===== src/rtl/fifo_drain_pkg.sv =====
// rtl/fifo_drain_pkg.sv - shared state encoding and sizing helpers for the FIFO drain controller
package fifo_drain_pkg;

    typedef enum logic [1:0] {
        IDLE      = 2'd0,
        SEND      = 2'd1,
        WAIT_DONE = 2'd2,
        GAP       = 2'd3
    } drain_state_t;

    // $clog2(1) is 0, so a zero or one-cycle gap still gets a one-bit counter.
    function automatic int gap_cnt_width(input int gap_cycles);
        int w;
        w = $clog2(gap_cycles + 1);
        return (w < 1) ? 1 : w;
    endfunction

endpackage


===== src/rtl/drain_gap_timer.sv =====
// rtl/drain_gap_timer.sv - loadable down-counter timing the idle gap between drained words
module drain_gap_timer #(
    parameter int WIDTH    = 2,
    parameter int LOAD_VAL = 1
) (
    input  logic i_clk,
    input  logic i_rst_n,
    input  logic i_load,
    input  logic i_dec,
    output logic o_zero
);

    logic [WIDTH-1:0] r_cnt;

    always_ff @(posedge i_clk or negedge i_rst_n) begin
        if (!i_rst_n) begin
            r_cnt <= '0;
        end else if (i_load) begin
            r_cnt <= WIDTH'(LOAD_VAL);
        end else if (i_dec && (r_cnt != '0)) begin
            r_cnt <= r_cnt - WIDTH'(1);
        end
    end

    assign o_zero = (r_cnt == '0);

endmodule


===== src/rtl/fifo_drain_ctrl.sv =====
// rtl/fifo_drain_ctrl.sv - pops the FIFO head and hands each word to a busy-handshake consumer
module fifo_drain_ctrl
    import fifo_drain_pkg::*;
#(
    parameter int DATA_WIDTH = 8,
    parameter int GAP_CYCLES = 2,
    parameter int CNT_WIDTH  = 16
) (
    input  logic                  i_clk,
    input  logic                  i_rst_n,
    input  logic                  i_empty,
    input  logic [DATA_WIDTH-1:0] i_rd_data,
    output logic                  o_r_inc,
    input  logic                  i_tx_busy,
    output logic [DATA_WIDTH-1:0] o_tx_data,
    output logic                  o_tx_valid,
    output logic [CNT_WIDTH-1:0]  o_sent_cnt
);

    localparam int GAP_W = gap_cnt_width(GAP_CYCLES);

    drain_state_t          r_state;
    drain_state_t          w_next;
    logic                  w_pop;
    logic                  w_accept;
    logic                  w_gap_load;
    logic                  w_gap_zero;
    logic                  r_r_inc;
    logic                  r_tx_valid;
    logic [DATA_WIDTH-1:0] r_tx_data;
    logic [CNT_WIDTH-1:0]  r_sent_cnt;

    always_ff @(posedge i_clk or negedge i_rst_n) begin
        if (!i_rst_n) begin
            r_state <= IDLE;
        end else begin
            r_state <= w_next;
        end
    end

    always_comb begin
        w_next     = r_state;
        w_pop      = 1'b0;
        w_accept   = 1'b0;
        w_gap_load = 1'b0;
        case (r_state)
            IDLE: begin
                if (!i_empty && !i_tx_busy) begin
                    w_pop  = 1'b1;
                    w_next = SEND;
                end
            end
            SEND: begin
                if (i_tx_busy) begin
                    w_accept = 1'b1;
                    w_next   = WAIT_DONE;
                end
            end
            WAIT_DONE: begin
                if (!i_tx_busy) begin
                    if (GAP_CYCLES > 0) begin
                        w_gap_load = 1'b1;
                        w_next     = GAP;
                    end else begin
                        w_next = IDLE;
                    end
                end
            end
            GAP: begin
                if (w_gap_zero) begin
                    w_next = IDLE;
                end
            end
            default: w_next = IDLE;
        endcase
    end

    generate
        if (GAP_CYCLES > 0) begin : g_gap
            drain_gap_timer #(
                .WIDTH    (GAP_W),
                .LOAD_VAL (GAP_CYCLES - 1)
            ) u_gap_timer (
                .i_clk   (i_clk),
                .i_rst_n (i_rst_n),
                .i_load  (w_gap_load),
                .i_dec   (r_state == GAP),
                .o_zero  (w_gap_zero)
            );
        end else begin : g_no_gap
            assign w_gap_zero = 1'b1;
        end
    endgenerate

    // The popped word stays in r_tx_data until the next pop, so it holds while valid.
    always_ff @(posedge i_clk or negedge i_rst_n) begin
        if (!i_rst_n) begin
            r_r_inc    <= 1'b0;
            r_tx_valid <= 1'b0;
            r_tx_data  <= '0;
            r_sent_cnt <= '0;
        end else begin
            r_r_inc <= w_pop;
            if (w_pop) begin
                r_tx_data  <= i_rd_data;
                r_tx_valid <= 1'b1;
            end else if (w_accept) begin
                r_tx_valid <= 1'b0;
            end
            if (w_accept) begin
                r_sent_cnt <= r_sent_cnt + CNT_WIDTH'(1);
            end
        end
    end

    assign o_r_inc    = r_r_inc;
    assign o_tx_valid = r_tx_valid;
    assign o_tx_data  = r_tx_data;
    assign o_sent_cnt = r_sent_cnt;

endmodule


===== config.mk =====
export PLATFORM = sky130hd
export DESIGN_NAME = fifo_drain_ctrl
export DESIGN_NICKNAME = d
export VERILOG_FILES = /design/src/rtl/fifo_drain_pkg.sv /design/src/rtl/drain_gap_timer.sv /design/src/rtl/fifo_drain_ctrl.sv
export SDC_FILE = /design/constraint.sdc
export NUM_CORES = 1
export LEC_CHECK = 0
export CAP_MARGIN = 25
export CORE_MARGIN = 3
export CORE_UTILIZATION = 40
export CTS_BUF_LIST = sky130_fd_sc_hd__clkbuf_16
export DETAILED_ROUTE_END_ITERATION = 6
export PLACE_DENSITY = 0.69
export SLEW_MARGIN = 20
export SYNTH_ARGS = -nofsm -noshare
export SYNTH_HDL_FRONTEND = slang
export SYNTH_HIERARCHICAL = 1
export SYNTH_SLANG_ARGS = --single-unit

===== constraint.sdc =====
create_clock -name i_clk -period 1.7 [get_ports i_clk]
set_input_delay 0.255 -clock i_clk [delete_from_list [all_inputs] [get_ports i_clk]]
set_output_delay 0.255 -clock i_clk [all_outputs]
set_load 0.03 [all_outputs]

==> results of run 1 <==
[per-layer routing]
layer / vias to the layer above / global-route usage (%) / share of wire (%)
met3: 2 / 7.38 / 8.4
met5: - / 0 / 0
met1: 481 / 16.2 / 42
li1: 467 / - / -
met4: 0 / 5.54 / 0.43
met2: 33 / 23.5 / 49
[layout make-up]
type	instances	share of cell area [%]
inverter	5	0.935
tap	44	2.74
timing repair buffer	45	21.4
multi-input combinational	72	30.9
sequential	30	37.4
clock buffer	5	6.23
clock inverter	2	0.374
[power by group through the flow]
stage	Combinational (W)	Clock [W]	Sequential, W
3_3_place_gp	0.00136	0	0.00108
5_1_grt	0.00160	0.000836	0.00113
4_1_cts	0.00141	0.000800	0.00110
3_5_place_dp	0.00140	0	0.00110
6_report	0.00148	0.000777	0.00110
2_1_floorplan	0.000521	0	0.00141
[cells by family after synthesis]
logic type	count (synthesis)
compound gates	4
mux	13
buf+inv	6
fa+ha+maj	7
simple gates	33
flops	30
xor+xnor	15
[state kept, by name (all words and copies together), names as in the netlist]
signal,flops
o_sent_cnt,16
o_tx_data,8
g_gap.u_gap_timer/r_cnt,2
r_state,2
o_r_inc,1
o_tx_valid,1
[cells in the final DEF (no fill, tap or decap)]
| master | count |
|---|---|
| nor3b_1 | 1 |
| and3_1 | 1 |
| inv_1 | 7 |
| a21o_1 | 1 |
| and2b_2 | 1 |
| and4_1 | 2 |
| mux2_4 | 2 |
| o32ai_4 | 1 |
| mux2_2 | 9 |
| nand2b_2 | 1 |
| nand2_1 | 6 |
| xor2_1 | 5 |
| clkbuf_16 | 5 |
| o31ai_1 | 1 |
| or4b_1 | 1 |
| nand4_1 | 3 |
| nor2b_1 | 2 |
| mux2i_1 | 2 |
| o21ai_2 | 1 |
| clkdlybuf4s50_1 | 37 |
| ha_2 | 2 |
| dfrtp_1 | 30 |
| ha_1 | 5 |
| xnor2_1 | 10 |
| nand3_1 | 5 |
| nor3_2 | 2 |
| buf_4 | 8 |
| and2b_1 | 1 |
| nor2_1 | 6 |
| and2_1 | 1 |
[critical path: stages (launching register included)]
cell	delay, ns
dfrtp_1	0.40
inv_1	0.14
ha_1	0.23
nor3b_1	0.20
buf_4	0.22
mux2_2	0.35
[metrics by stage]
stage / total power (W) / worst slack, ns / hold WS (ns) / setup TNS (ns) / instance area (sq um)
3_5_place_dp: 0.00250 / -0.0762 / 0.470 / -0.694 / 1840
6_report: 0.00335 / 0.0395 / 0.370 / 0 / 2010
2_1_floorplan: 0.00193 / 0.114 / -0.0406 / 0 / 1360
5_1_grt: 0.00356 / -0.0359 / 0.404 / -0.0564 / 2010
3_3_place_gp: 0.00244 / -0.0307 / 0.462 / -0.278 / 1840
4_1_cts: 0.00330 / 0.00619 / 0.383 / 0 / 1970
[worst max path at each step]
stage / start / to / slack (ns) / cells past startpoint
after global placement: i_tx_busy / o_tx_data[4]$_DFFE_PN0P_ / -0.03 / 5
after CTS: r_state[1]$_DFFE_PN0P_ / r_state[1]$_DFFE_PN0P_ / 0.006 / 6
after floorplan: r_state[1]$_DFFE_PN0P_ / r_state[1]$_DFFE_PN0P_ / 0.11 / 6
after global routing: r_state[1]$_DFFE_PN0P_ / r_state[1]$_DFFE_PN0P_ / -0.04 / 6
final: r_state[0]$_DFFE_PN0P_ / o_tx_data[2]$_DFFE_PN0P_ / 0.04 / 5
after detailed placement: i_tx_busy / r_state[1]$_DFFE_PN0P_ / -0.08 / 5
[repair_timing]
action / in CTS / in global routing
gates resized for setup: 0 / 6
hold buffers: 0 / 0
setup buffers: 0 / 1
endpoints found under the setup margin: 0 / 3
==> impl_metrics.ini, run 1 <==
[finish]
fin_util_pct = 63.7
drive_gt1_share_pct = 20.1
multi_input_area_sq_um = 621
final_cells = 203
syn2layout_area_growth_pct = 47.4
ff_latch_area_sq_um = 751
nFillCells = 261
n_antenna_cell = 0
final_nets = 178

[timing]
min_period_over_period_pct = 97.7
worstMarginPinSlew_ns = 0.369
skew_ns = 0.00199
period_needed_ns = 1.66
fmax_mhz = 602
max-slew-margin-rel_pct = 75.4
finalSetupViolCount = 0
drv_slew = 0
rsz0062_at_grt = yes
final_hold_viol_count = 0

[routing]
vias = 983
drc_errors = 0
firstDrtPassIters = 2
via_per_inst = 4.84
wl_um = 2820
first_iter_violations = 40
drtAntennaViolNets = 0
wl_per_cell_um = 13.9

[critical_path]
crit_type = reg -> reg
critical_path_arrival_ns = 1.81
crit_path_max_fanout = 10
r2r-start = r_state[0]$_DFFE_PN0P_
start_kind = flop
reg2regPathDepth = 5
rrSetupSlack_ns = 0.04
r2r-end = o_tx_data[2]$_DFFE_PN0P_
critPathCaptureType = flop
worstPathRequired_ns = 1.85

[placement]
dp_hpwl_um = 2130
placed_cells = 195
gp_congestion = 0.740
numPortBuffers = 37

[yosys]
synth_nets = 127
ys_warn_count = 6
synth-simple-area-share_pct = 13.9
synthFlopType = dfrtp_1
syn_avg_cell_area_sq_um = 12.6
synth-edff-count = 0
synth_cell_types = 28
postSynth.asyncResetShare_pct = 100
netlist_top_cells_area = dfrtp_1 (55%), mux2_2 (7.4%), ha_1 (6.4%)
synthXorXnorAreaFrac_pct = 9.64
ys_seq_area_share_pct = 55.1
synthAdderAreaFrac_pct = 6.43
yosysMostFrequentCell = dfrtp_1
synth_compound_area_share_pct = 2.11
syn-instance-count = 108
synth.largest_area_cell = dfrtp_1
netlist_area_sq_mm = 0.00136
synth-seq-cells = 30
synthMuxAreaShare_pct = 11.1
synth_common_cells = dfrtp_1 (30), xnor2_1 (10), mux2_2 (9)
synth_top_family_by_area = simple AND/OR/NAND/NOR gates
yosysTopAreaCellShare_pct = 55.1

[cts]
h-tree-depth = 2
cts_tree = done
cts.sinks = 30
clk_pin_slew_ns = 0.05
cts_buffer_depth = 2
clock-root-buffer = clkbuf_16
clock_latency_ns = 0.27
numCtsBuffers = 5

[grt]
grt_pass1_vias = 1053
overflow = 0
grt_usage_pct = 14.5
antenna_found_initial = 0
grt_pass1_wl_um = 4620
grt_max_degree = 31

[die]
ioPinCount = 38
die_y_um = 64.4
core_sq_mm = 0.00315
start_util_pct = 43.2
die-area_sq_mm = 0.00414
die_w_um = 64.4
rows = 20

[run]
maxCapViolCount = 0

[pwr]
ir_drop_mv = 0.997
switching_share_pct = 34.7
pwr-share-clk_pct = 23.2
switchingPower_w = 0.00117
combPwrFrac_pct = 44.1
intPower_w = 0.00219
p_leak_nw = 0.897
power_frac_seq_pct = 32.7
p_per_area_mw_per_mm2 = 1670

[min_path]
worst_hold_path_type = in -> async

[outcome]
status = finished clean
Power figures use the tool's default switching activity.
==> inputs of run 2 (changes only) <==
--- a/config.mk
+++ b/config.mk
@@ -7,11 +7,11 @@
 export LEC_CHECK = 0
 export CAP_MARGIN = 25
 export CORE_MARGIN = 3
-export CORE_UTILIZATION = 40
+export CORE_UTILIZATION = 47
 export CTS_BUF_LIST = sky130_fd_sc_hd__clkbuf_16
 export DETAILED_ROUTE_END_ITERATION = 6
-export PLACE_DENSITY = 0.69
-export SLEW_MARGIN = 20
+export HOLD_SLACK_MARGIN = 0.1
+export PLACE_DENSITY = 0.79
 export SYNTH_ARGS = -nofsm -noshare
 export SYNTH_HDL_FRONTEND = slang
 export SYNTH_HIERARCHICAL = 1
==> run 2 against run 1 <==
  * Combinational power hardly changed
  * Global-route usage is 3.7 points higher
  * Die area is 14% lower
  * First-iteration DRC count is 73% lower
  * Via count is 0.31% lower
  * Sequential power hardly changed
  * Non-clock buffer count is 2 higher
==> impl_metrics.ini, run 2 (synthesized netlist as in run 1, its figures left out) <==
[outcome]
status = finished clean

[critical_path]
critPathCaptureType = flop
worstPathRequired_ns = 1.85
crit_path_max_fanout = 4
slowest_delay_ns = 0.43
r2r-start = r_state[0]$_DFFE_PN0P_
crit_buf_inv = 1
slowest_stage = dfrtp_1
reg2regPathDepth = 6
path_delay_family = multiplexers
path_cells = inv_2 -> ha_4 -> mux2_4 -> o32ai_2 -> o21ai_1 -> mux2_4
r2r-end = r_state[1]$_DFFE_PN0P_
crit_type = reg -> reg
critPathMostFrequentCell = mux2_4
start_kind = flop
critical_path_arrival_ns = 1.81
rrSetupSlack_ns = 0.04

[routing]
wl_per_cell_um = 15.1
firstDrtPassIters = 4
dr_wl_met3_um = 227
met1Wirelength_um = 1200
wl_um = 2870
drtAntennaViolNets = 0
drc_errors = 0
first_iter_violations = 11
vias = 980
met2_wirelength_um = 1450
routed.top_layer = met3
via_per_inst = 5.16

[pwr]
switching_share_pct = 35.2
intPower_w = 0.00221
ir_drop_mv = 1.44
p_per_area_mw_per_mm2 = 1700
pwr-share-clk_pct = 23.3
power_frac_seq_pct = 32.5
switchingPower_w = 0.00120
combPwrFrac_pct = 44.2
p_leak_nw = 0.931

[timing]
finalSetupViolCount = 0
worstMarginPinSlew_ns = 0.374
final_hold_viol_count = 0
fmax_mhz = 603
min_period_over_period_pct = 97.5
fin_setup_tns_ns = 0
skew_ns = 0.00337
max-slew-margin-rel_pct = 75.1
drv_slew = 0
period_needed_ns = 1.66

[placement]
gp_congestion = 0.670
numPortBuffers = 37
placed_area_sq_mm = 0.00183
dp_hpwl_um = 2030

[finish]
syn2layout_area_growth_pct = 47.4
nFillCells = 189
n_antenna_cell = 0
fin_util_pct = 76.9
final_common_cell = clkdlybuf4s50_1
final_cell_mix = clkdlybuf4s50_1 (35), dfrtp_1 (29), xnor2_1 (10), buf_4 (10), mux2_2 (9)
drive_gt1_share_pct = 21.9
final_nets = 180
fin_area_sq_mm = 0.00201
largest_reg_flops = 16

[grt]
overflow = 0
grt_pass1_wl_um = 4700
grt_pass1_vias = 1006
grt_max_degree = 31
antenna_found_initial = 0
grt_usage_pct = 18.2

[die]
start_util_pct = 52.2
rows = 18
ioPinCount = 38
die_w_um = 59.8
die_y_um = 59.8
die-area_sq_mm = 0.00358
core_sq_mm = 0.00261

[cts]
cts_tree = done
clk_pin_slew_ns = 0.05
cts.sinks = 30
clock_latency_ns = 0.27
h-tree-depth = 2
clock-root-buffer = clkbuf_16
numCtsBuffers = 5
cts_buffer_depth = 2

[min_path]
worst_hold_path_type = in -> async

[run]
maxCapViolCount = 0
-- run 2: layout make-up --
class | count | area (sq um) | area share, %
Clock buffer | 5 | 125 | 6.23
Clock inverter | 1 | 3.75 | 0.187
Inverter | 5 | 18.8 | 0.935
Multi-Input combinational cell | 72 | 621 | 30.9
Sequential cell | 30 | 752 | 37.4
Tap cell | 30 | 37.5 | 1.87
Timing Repair Buffer | 47 | 450 | 22.4
-- run 2: metal layers --
metal / vias to the layer above / track usage (%)
met4: 0 / 4.75
li1: 471 / -
met2: 33 / 29.6
met1: 476 / 20.8
met5: - / 0
met3: 0 / 9.72
-- run 2: repair_timing --
| action | in CTS | in global routing |
|---|---|---|
| endpoints found under the setup margin | 1 | 15 |
| setup buffers | 0 | 2 |
| hold buffers | 0 | 0 |
| gates cloned | 0 | 0 |
| gates resized for setup | 2 | 8 |
-- run 2: worst register-to-register path, stage by stage, from the launching register on --
cell,delay (ns)
dfrtp_1,0.43
inv_2,0.10
ha_4,0.18
mux2_4,0.26
o32ai_2,0.12
o21ai_1,0.15
mux2_4,0.31
-- run 2: worst max path at each step --
stage	from	endpoint	slack [ns]	cells past startpoint
after floorplan	r_state[1]$_DFFE_PN0P_	r_state[1]$_DFFE_PN0P_	0.11	6
after global placement	i_tx_busy	o_tx_data[7]$_DFFE_PN0P_	-0.03	5
after detailed placement	i_tx_busy	r_state[1]$_DFFE_PN0P_	-0.10	5
after CTS	r_state[1]$_DFFE_PN0P_	r_state[1]$_DFFE_PN0P_	0.02	6
after global routing	r_state[0]$_DFFE_PN0P_	o_tx_data[0]$_DFFE_PN0P_	-0.05	5
final	r_state[0]$_DFFE_PN0P_	r_state[1]$_DFFE_PN0P_	0.04	6
-- run 2: power by group through the flow --
stage	registers, W	clock network [W]	logic [W]
2_1_floorplan	0.00141	0	0.000521
3_3_place_gp	0.00108	0	0.00135
3_5_place_dp	0.00110	0	0.00142
4_1_cts	0.00109	0.000814	0.00143
5_1_grt	0.00114	0.000841	0.00162
6_report	0.00111	0.000792	0.00151
-- run 2: per-stage QoR --
stage          instances  power, W  hold WS (ns)  worst slack, ns
2_1_floorplan        108   0.00193       -0.0406            0.114
3_3_place_gp         182   0.00244         0.462          -0.0316
3_5_place_dp         182   0.00251         0.466           -0.100
4_1_cts              188   0.00334         0.391           0.0180
5_1_grt              190   0.00360         0.406          -0.0527
6_report             190   0.00340         0.373           0.0429
